## config.mk

```make
export PLATFORM = sky130hd
export DESIGN_NAME = multi_ball_mapper
export DESIGN_NICKNAME = d
export VERILOG_FILES = /design/src/rtl/multi_ball_mapper.sv
export SDC_FILE = /design/constraint.sdc
export NUM_CORES = 2
export LEC_CHECK = 0
export CAP_MARGIN = 40
export CELL_PAD_IN_SITES_DETAIL_PLACEMENT = 1
export CELL_PAD_IN_SITES_GLOBAL_PLACEMENT = 1
export CORE_MARGIN = 5
export CORE_UTILIZATION = 35
export DETAILED_ROUTE_END_ITERATION = 6
export GPL_TIMING_DRIVEN = 0
export PLACE_DENSITY_LB_ADDON = 0.1
export SYNTH_ARGS = -nofsm -noshare
export SYNTH_HDL_FRONTEND = slang
export SYNTH_SLANG_ARGS = --single-unit
```

## constraint.sdc

```tcl
create_clock -name Clk -period 8.7 [get_ports Clk]
set_clock_uncertainty 0.15 [all_clocks]
set_input_delay 1.74 -clock Clk [delete_from_list [all_inputs] [get_ports Clk]]
set_output_delay 1.74 -clock Clk [all_outputs]
set_load 0.1 [all_outputs]
```

## src/rtl/multi_ball_mapper.sv

```systemverilog
// multi_ball_mapper: pipelined per-pixel colour generator for up to N_BALLS
// circular balls. It sits between the VGA DrawX/DrawY counters and the RGB
// output registers.
//
// Game logic may write the shadow register file at any time. On frame_start
// the shadow file is copied to the active file, so a frame never shows a
// half-applied update. Each pixel is tested against every active ball.
// The lowest-index hit wins. The pixel then gets fill, edge ring or
// background colour, always 3 cycles after DrawX/DrawY are sampled.
//
// Build option: define BALL_EDGE_EN to build a white ring EDGE_W pixels wide
// just outside every ball's radius. Without it, the ring logic is absent.
// Pixels that would have landed on a ring then fall through to the next ball
// or to the background.

module multi_ball_mapper #(
  parameter int N_BALLS = 4,
  parameter int COORD_W = 10,
  parameter int EDGE_W  = 2,
  parameter int COLOR_W = 8,
  localparam int IDX_W  = (N_BALLS > 1) ? $clog2(N_BALLS) : 1
) (
  input  logic                 Clk,
  input  logic                 Reset,
  input  logic                 frame_start,
  input  logic                 wr_en,
  input  logic [IDX_W-1:0]     wr_idx,
  input  logic [COORD_W-1:0]   wr_x,
  input  logic [COORD_W-1:0]   wr_y,
  input  logic [COORD_W-1:0]   wr_size,
  input  logic                 wr_active,
  input  logic [3*COLOR_W-1:0] wr_color,
  input  logic                 pix_valid_in,
  input  logic [COORD_W-1:0]   DrawX,
  input  logic [COORD_W-1:0]   DrawY,
  output logic [COLOR_W-1:0]   Red,
  output logic [COLOR_W-1:0]   Green,
  output logic [COLOR_W-1:0]   Blue,
  output logic                 ball_on,
  output logic [IDX_W-1:0]     ball_id,
  output logic                 pix_valid_out
);

  // Signed coordinate difference, squared-distance width, gradient widths.
  localparam int D_W  = COORD_W + 1;
  localparam int D2_W = 2 * COORD_W + 3;
  localparam int XS_W = COORD_W - 3;
  localparam int BG_W = (XS_W > 7) ? XS_W : 7;

  // Reject parameter sets the datapath is not sized for.
  if (N_BALLS < 1 || N_BALLS > 16 || COORD_W < 4 || EDGE_W < 0) begin : g_bad_params
    $error("multi_ball_mapper: unsupported parameter set");
  end

  typedef struct packed {
    logic [COORD_W-1:0]   x;
    logic [COORD_W-1:0]   y;
    logic [COORD_W-1:0]   size;
    logic                 active;
    logic [3*COLOR_W-1:0] color;
  } ball_t;

  // ---------------------------------------------------------------------
  // Shadow / active register files
  // ---------------------------------------------------------------------
  ball_t shadow_q [N_BALLS];
  ball_t shadow_d [N_BALLS];
  ball_t active_q [N_BALLS];
  ball_t active_d [N_BALLS];

  // Apply the shadow write, then commit shadow (including that write) on frame_start.
  always_comb begin
    for (int i = 0; i < N_BALLS; i++) begin
      // NOTE: every output gets its hold value first, so no path leaves it unassigned and no latch is inferred.
      shadow_d[i] = shadow_q[i];
      if (wr_en && (wr_idx == IDX_W'(i))) begin
        shadow_d[i].x      = wr_x;
        shadow_d[i].y      = wr_y;
        shadow_d[i].size   = wr_size;
        shadow_d[i].active = wr_active;
        shadow_d[i].color  = wr_color;
      end
      active_d[i] = frame_start ? shadow_d[i] : active_q[i];
    end
  end

  // File storage; Reset overrides any write or commit in the same cycle.
  always_ff @(posedge Clk) begin
    // NOTE: the ball files are reset because reset must leave every slot inactive; pipeline datapath registers are left unreset since their valid bit masks them.
    if (Reset) begin
      for (int i = 0; i < N_BALLS; i++) begin
        shadow_q[i] <= '0;
        active_q[i] <= '0;
      end
    end else begin
      // NOTE: non-blocking assignments so every register samples pre-edge values, whatever the statement order.
      shadow_q <= shadow_d;
      active_q <= active_d;
    end
  end

  // ---------------------------------------------------------------------
  // Stage 1: per-ball signed offsets and parameter snapshot
  // ---------------------------------------------------------------------
  logic signed [D_W-1:0]  s1_dx_q    [N_BALLS];
  logic signed [D_W-1:0]  s1_dx_d    [N_BALLS];
  logic signed [D_W-1:0]  s1_dy_q    [N_BALLS];
  logic signed [D_W-1:0]  s1_dy_d    [N_BALLS];
  logic [COORD_W-1:0]     s1_size_q  [N_BALLS];
  logic [COORD_W-1:0]     s1_size_d  [N_BALLS];
  logic [3*COLOR_W-1:0]   s1_color_q [N_BALLS];
  logic [3*COLOR_W-1:0]   s1_color_d [N_BALLS];
  logic [N_BALLS-1:0]     s1_act_q;
  logic [N_BALLS-1:0]     s1_act_d;
  logic [XS_W-1:0]        s1_xs_q;
  logic [XS_W-1:0]        s1_xs_d;
  logic                   s1_valid_q;
  logic                   s1_valid_d;

  // The gradient needs only DrawX[COORD_W-1:3]; the low bits are dropped here.
  logic unused_draw_lsb;
  assign unused_draw_lsb = ^DrawX[2:0];

  // Offsets use the active file as it stood before this edge, so a commit on the same edge is not yet visible.
  always_comb begin
    s1_valid_d = pix_valid_in;
    s1_xs_d    = DrawX[COORD_W-1:3];
    for (int i = 0; i < N_BALLS; i++) begin
      s1_dx_d[i]    = $signed({1'b0, DrawX}) - $signed({1'b0, active_q[i].x});
      s1_dy_d[i]    = $signed({1'b0, DrawY}) - $signed({1'b0, active_q[i].y});
      s1_size_d[i]  = active_q[i].size;
      s1_act_d[i]   = active_q[i].active;
      s1_color_d[i] = active_q[i].color;
    end
  end

  // Stage 1 register; only the valid bit is cleared by reset.
  always_ff @(posedge Clk) begin
    if (Reset) s1_valid_q <= 1'b0;
    else       s1_valid_q <= s1_valid_d;
    s1_xs_q    <= s1_xs_d;
    s1_dx_q    <= s1_dx_d;
    s1_dy_q    <= s1_dy_d;
    s1_size_q  <= s1_size_d;
    s1_act_q   <= s1_act_d;
    s1_color_q <= s1_color_d;
  end

  // ---------------------------------------------------------------------
  // Stage 2: squared distance and squared radii (full width, no truncation)
  // ---------------------------------------------------------------------
  logic [D2_W-1:0]        s2_d2_q    [N_BALLS];
  logic [D2_W-1:0]        s2_d2_d    [N_BALLS];
  logic [D2_W-1:0]        s2_rin_q   [N_BALLS];
  logic [D2_W-1:0]        s2_rin_d   [N_BALLS];
`ifdef BALL_EDGE_EN
  logic [D2_W-1:0]        s2_rout_q  [N_BALLS];
  logic [D2_W-1:0]        s2_rout_d  [N_BALLS];
  logic [D2_W-1:0]        s2_rsum    [N_BALLS];
`endif
  logic [3*COLOR_W-1:0]   s2_color_q [N_BALLS];
  logic [N_BALLS-1:0]     s2_act_q;
  logic [XS_W-1:0]        s2_xs_q;
  logic                   s2_valid_q;

  // Offsets are sign-extended to the product width before squaring.
  always_comb begin
    for (int i = 0; i < N_BALLS; i++) begin
      s2_d2_d[i]  = $unsigned(D2_W'(s1_dx_q[i]) * D2_W'(s1_dx_q[i])
                            + D2_W'(s1_dy_q[i]) * D2_W'(s1_dy_q[i]));
      s2_rin_d[i] = D2_W'(s1_size_q[i]) * D2_W'(s1_size_q[i]);
`ifdef BALL_EDGE_EN
      s2_rsum[i]   = D2_W'(s1_size_q[i]) + D2_W'(EDGE_W);
      s2_rout_d[i] = s2_rsum[i] * s2_rsum[i];
`endif
    end
  end

  // Stage 2 register.
  always_ff @(posedge Clk) begin
    if (Reset) s2_valid_q <= 1'b0;
    else       s2_valid_q <= s1_valid_q;
    s2_xs_q    <= s1_xs_q;
    s2_d2_q    <= s2_d2_d;
    s2_rin_q   <= s2_rin_d;
`ifdef BALL_EDGE_EN
    s2_rout_q  <= s2_rout_d;
`endif
    s2_act_q   <= s1_act_q;
    s2_color_q <= s1_color_q;
  end

  // ---------------------------------------------------------------------
  // Stage 3: per-ball fill / ring classification
  // ---------------------------------------------------------------------
  logic [N_BALLS-1:0]     s3_fill_q;
  logic [N_BALLS-1:0]     s3_fill_d;
  logic [N_BALLS-1:0]     s3_hit_q;
  logic [N_BALLS-1:0]     s3_hit_d;
  logic [3*COLOR_W-1:0]   s3_color_q [N_BALLS];
  logic [XS_W-1:0]        s3_xs_q;
  logic                   s3_valid_q;

  // Fill is strictly inside the radius; the ring covers the EDGE_W band beyond it.
  always_comb begin
    for (int i = 0; i < N_BALLS; i++) begin
      s3_fill_d[i] = s2_act_q[i] && (s2_d2_q[i] < s2_rin_q[i]);
`ifdef BALL_EDGE_EN
      s3_hit_d[i]  = s3_fill_d[i] || (s2_act_q[i] && (s2_d2_q[i] < s2_rout_q[i]));
`else
      s3_hit_d[i]  = s3_fill_d[i];
`endif
    end
  end

  // Stage 3 register.
  always_ff @(posedge Clk) begin
    if (Reset) s3_valid_q <= 1'b0;
    else       s3_valid_q <= s2_valid_q;
    s3_xs_q    <= s2_xs_q;
    s3_fill_q  <= s3_fill_d;
    s3_hit_q   <= s3_hit_d;
    s3_color_q <= s2_color_q;
  end

  // ---------------------------------------------------------------------
  // Output stage: priority select, colour mux, registered outputs
  // ---------------------------------------------------------------------
  logic                 win_any;
  logic                 win_fill;
  logic [IDX_W-1:0]     win_id;
  logic [3*COLOR_W-1:0] win_color;
  logic [BG_W-1:0]      bg_blue;

  logic [COLOR_W-1:0]   red_q;
  logic [COLOR_W-1:0]   red_d;
  logic [COLOR_W-1:0]   green_q;
  logic [COLOR_W-1:0]   green_d;
  logic [COLOR_W-1:0]   blue_q;
  logic [COLOR_W-1:0]   blue_d;
  logic                 on_q;
  logic                 on_d;
  logic [IDX_W-1:0]     id_q;
  logic [IDX_W-1:0]     id_d;
  logic                 valid_q;
  logic                 valid_d;

  // Scan from the highest index down so the lowest-index hit is the last (winning) assignment.
  always_comb begin
    win_any   = 1'b0;
    win_fill  = 1'b0;
    win_id    = '0;
    win_color = '0;
    for (int i = N_BALLS - 1; i >= 0; i--) begin
      if (s3_hit_q[i]) begin
        win_any   = 1'b1;
        win_fill  = s3_fill_q[i];
        win_id    = IDX_W'(i);
        win_color = s3_color_q[i];
      end
    end

    bg_blue = BG_W'(7'h7F) - BG_W'(s3_xs_q);

    valid_d = s3_valid_q;
    red_d   = '0;
    green_d = '0;
    blue_d  = '0;
    on_d    = 1'b0;
    id_d    = '0;
    if (s3_valid_q) begin
      if (win_any) begin
        on_d = 1'b1;
        id_d = win_id;
        if (win_fill) begin
          red_d   = win_color[3*COLOR_W-1:2*COLOR_W];
          green_d = win_color[2*COLOR_W-1:COLOR_W];
          blue_d  = win_color[COLOR_W-1:0];
        end else begin
          red_d   = '1;
          green_d = '1;
          blue_d  = '1;
        end
      end else begin
        blue_d = COLOR_W'(bg_blue);
      end
    end
  end

  // Output register; reset blanks the outputs on the same edge.
  always_ff @(posedge Clk) begin
    if (Reset) begin
      red_q   <= '0;
      green_q <= '0;
      blue_q  <= '0;
      on_q    <= 1'b0;
      id_q    <= '0;
      valid_q <= 1'b0;
    end else begin
      red_q   <= red_d;
      green_q <= green_d;
      blue_q  <= blue_d;
      on_q    <= on_d;
      id_q    <= id_d;
      valid_q <= valid_d;
    end
  end

  assign Red           = red_q;
  assign Green         = green_q;
  assign Blue          = blue_q;
  assign ball_on       = on_q;
  assign ball_id       = id_q;
  assign pix_valid_out = valid_q;

endmodule

```

==> results.yml <==
logic_synthesis:
  syn-instance-count: 7955
  synth_area_sq_um: 79460
  yosys_register_bits: 1088
  synth_seq_area_share: 0.2741
  synthesis.area_per_instance_sq_um: 9.989
  postSynth.topFlopCell: "sky130_fd_sc_hd__dfxtp_1"
  postSynth.asyncResetShare: 0
  synth_enable_flop_cells: 0
  syn_nets: 9919
  yosys_warnings: 0
  synthDistinctLibCells: 72
grt:
  grt_util_met3: 0.02320
  globalRouteMet2Util: 0.3159
  grt.met1_usage: 0.2568
  overflow: 0
  grt_most_used_layer: "met2"
  grt_first_pass_wirelength_microns: 345100
  first_global_vias: 59260
  initial_antenna_violation_count: 42
  globalRouteTotalUtil: 0.1877
  grt_max_degree: 18
floorplan:
  die_height_microns: 486.5
  std_cell_rows: 175
  die_x_microns: 486.5
  core_area_sq_um: 226600
  boundaryPins: 110
  initial_core_util: 0.3506
  die_area_sq_um: 236700
job:
  timing.max_cap.violations: 0
timing:
  period_share: 0.9355
  timing_max_transition_violations_final: 0
  hold_viol: 0
  finalWorstPathRequiredPeriod_ns: 8.139
  max-slew-margin-rel: 0.3813
  clock.fmax_mhz: 122.9
  layout_setup_ws_ns: 0.5610
  unrepaired_setup_endpoints_after_global_routing: "no"
  final-setup-viol-count: 0
  setup_tns_final_ns: 0
  max_slew.worst_pin.slew_ns: 0.9252
clock_network:
  post-cts-setup-buffers: 0
  clock-root-buffer: "sky130_fd_sc_hd__clkbuf_16"
  cts_buffers: 118
  clk_path_buf_depth: 3
  clk_pin_slew_worst_paths_ns: 0.07
  tritoncts: "done"
  cts_max_level: 3
  cts_num_sinks: 1088
  clkLatencyLatePin_ns: 0.74
cells_and_area:
  num-fill-cells: 25390
  syn_to_final_growth_pct: 12.21
  stdcell_count: 11350
  drive_above_1_share: 0.03637
  finalNetCount: 10190
drt:
  detail_route.iter0.violations: 1773
  avgRoutedWirePerCell_microns: 19.04
  final_antenna_net_count: 0
  via_count_of_the_routed_design: 51930
  post_detailed_route_via_to_cell_ratio: 4.575
  total_length_of_routed_wires_microns: 216100
  drt_pass1_iterations: 5
  detail_route.drc_violations: 0
worst_setup_path:
  setup.worst_path.end: "s2_d2_q[22]$_DFF_P_"
  endpoint_kind: "flop"
  regToRegSetupSlack_ns: 0.56
  worst_setup_path_startpoint: "s1_dx_q[6]$_DFF_P_"
  critical_path.max_fanout: 10
  worstReg2RegStart: "s1_dx_q[6]$_DFF_P_"
  worstPathRequired_ns: 9.18
  reg2regPathDepth: 24
  crit_arrival_ns: 8.62
  regToRegEndpoint: "s2_d2_q[22]$_DFF_P_"
  start_kind: "flop"
  criticalPathCategory: "flop to flop"
hold_path:
  hold_start: "s2_color_q[0]$_DFF_P_"
  timing.hold.worst.class: "flop to flop"
placement:
  gp_congestion: 0.8134
  portBuffers: 108
  pre_cts_ws_ns: 0.5645
  post-place-cells: 11120
  place.detailed.hpwl_microns: 181300
run_status:
  run_status: "finished, final reports clean"
[metrics by stage]
step | instance area [sq um] | utilization | hold WS [ns]
6_report | 89160 | 0.3934 | 0.1651
3_3_place_gp | 84310 | 0.3720 | 0.1609
3_5_place_dp | 84960 | 0.3749 | 0.1632
5_1_grt | 89150 | 0.3934 | 0.1731
4_1_cts | 89130 | 0.3933 | 0.1640
2_1_floorplan | 79460 | - | 0.1596
[worst min-delay path by stage]
| stage | end | slack (ns) | depth (start not counted) |
|---|---|---|---|
| after global routing | s3_color_q[0]$_DFF_P_ | 0.17 | 0 |
| after CTS | s2_color_q[45]$_DFF_P_ | 0.16 | 0 |
| after detailed placement | s3_color_q[49]$_DFF_P_ | 0.16 | 0 |
| final | s3_color_q[0]$_DFF_P_ | 0.17 | 0 |
| after global placement | s2_color_q[92]$_DFF_P_ | 0.16 | 0 |
| after floorplan | s2_act_q[0]$_DFF_P_ | 0.16 | 0 |
[routing by layer]
metal,up-vias,part of all wire
met1,26230,0.47
met4,22,0.026
met5,-,0.00066
li1,24920,-
met3,253,0.030
met2,504,0.47
[Yosys cell counts (all sizes together), types with 17 or more instances]
cell	instances	area, sq um
nand2	405	1520
inv	1793	6730
mux2i	231	2312
ha	715	8946
clkbuf	248	930.9
xor2	57	499.2
o22ai	32	206.5
a221oi	26	234.0
xnor2	196	1717
and2	279	1745
a21o	63	473.0
buf	17	72.57
fa	1167	23360
o21ai	93	469.2
a21boi	46	345.3
nor2b	145	909.6
nand2b	36	225.2
nand3	43	215.2
dfxtp	1088	21780
a211oi	227	1704
nor2	656	2462
and3	29	181.4
a21oi	128	663.1
nor3	65	325.3
[registers in the layout, summed over array words and instances, names as in the netlist, 7 cells and up]
name / flops
Blue: 8
Green: 8
Red: 8
active_q: 220
s1_color_q: 96
s1_dx_q: 44
s1_dy_q: 44
s1_size_q: 40
s1_xs_q: 7
s2_color_q: 96
s2_d2_q: 92
s2_rin_q: 76
s2_xs_q: 7
s3_color_q: 96
s3_xs_q: 7
shadow_q: 220
[kinds of logic (layout without fill, tap and decap cells)]
group | after synthesis | after routing | synth area share
xor+xnor | 253 | 253 | 0.02789
fa+ha+maj | 1882 | 1882 | 0.4066
simple gates | 1715 | 1715 | 0.1005
buf+inv | 2058 | 2433 | 0.09732
mux | 236 | 236 | 0.02981
compound gates | 723 | 723 | 0.06383
flops | 1088 | 1088 | 0.2741
other cells | 0 | 10 | 0
[layout by cell type (no fill, tap or decap), types with 31 or more instances in the layout]
cell type                            n
sky130_fd_sc_hd__nand2b_1           36
sky130_fd_sc_hd__xnor2_1           196
sky130_fd_sc_hd__a21oi_1           122
sky130_fd_sc_hd__clkbuf_16         119
sky130_fd_sc_hd__inv_1            1792
sky130_fd_sc_hd__nand3_1            43
sky130_fd_sc_hd__ha_1              715
sky130_fd_sc_hd__mux2i_1           231
sky130_fd_sc_hd__dfxtp_1          1088
sky130_fd_sc_hd__a211oi_1          227
sky130_fd_sc_hd__a21boi_0           45
sky130_fd_sc_hd__clkdlybuf4s50_1   108
sky130_fd_sc_hd__o21ai_0            88
sky130_fd_sc_hd__and2_1            279
sky130_fd_sc_hd__o22ai_1            31
sky130_fd_sc_hd__buf_8              39
sky130_fd_sc_hd__nor2_1            656
sky130_fd_sc_hd__clkbuf_1          270
sky130_fd_sc_hd__a21o_1             63
sky130_fd_sc_hd__fa_1             1167
sky130_fd_sc_hd__nor3_1             65
sky130_fd_sc_hd__nand2_1           405
sky130_fd_sc_hd__xor2_1             57
sky130_fd_sc_hd__nor2b_1           144
[worst max-delay path: stages (launching register included)]
cell                        delay, ns
sky130_fd_sc_hd__dfxtp_1         0.37
sky130_fd_sc_hd__clkbuf_1        0.51
sky130_fd_sc_hd__inv_1           0.29
sky130_fd_sc_hd__nor2_1          0.36
sky130_fd_sc_hd__fa_1            0.53
sky130_fd_sc_hd__fa_1            0.52
sky130_fd_sc_hd__inv_1           0.05
sky130_fd_sc_hd__fa_1            0.45
sky130_fd_sc_hd__fa_1            0.55
sky130_fd_sc_hd__inv_1           0.06
sky130_fd_sc_hd__fa_1            0.49
sky130_fd_sc_hd__fa_1            0.50
sky130_fd_sc_hd__inv_1           0.05
sky130_fd_sc_hd__fa_1            0.48
sky130_fd_sc_hd__inv_1           0.05
sky130_fd_sc_hd__ha_1            0.33
sky130_fd_sc_hd__a21oi_1         0.17
sky130_fd_sc_hd__o22ai_1         0.14
sky130_fd_sc_hd__o41ai_2         0.40
sky130_fd_sc_hd__o2111ai_1       0.22
sky130_fd_sc_hd__a21oi_1         0.30
sky130_fd_sc_hd__o21bai_1        0.17
sky130_fd_sc_hd__a211oi_1        0.57
sky130_fd_sc_hd__a21oi_1         0.16
sky130_fd_sc_hd__xnor2_1         0.16
[final cells by class]
type / count / area [sq um] / area share
Timing Repair Buffer: 151 / 1728 / 0.01938
Clock inverter: 65 / 870.8 / 0.009767
Buffer: 265 / 1003 / 0.01125
Antenna cell: 10 / 25.02 / 0.0002807
Tap cell: 3009 / 3765 / 0.04222
Clock buffer: 159 / 3308 / 0.03710
Sequential cell: 1088 / 21780 / 0.2443
Multi-Input combinational cell: 4809 / 49950 / 0.5602
Inverter: 1793 / 6734 / 0.07552
[repair_timing]
action | in CTS | in global routing
hold buffers | 0 | 0
resized for setup | 0 | 1
setup endpoints to repair | 0 | 1
Power is not shown: default switching activity piles up to over one toggle a cycle in this logic, so the estimate is an artifact.
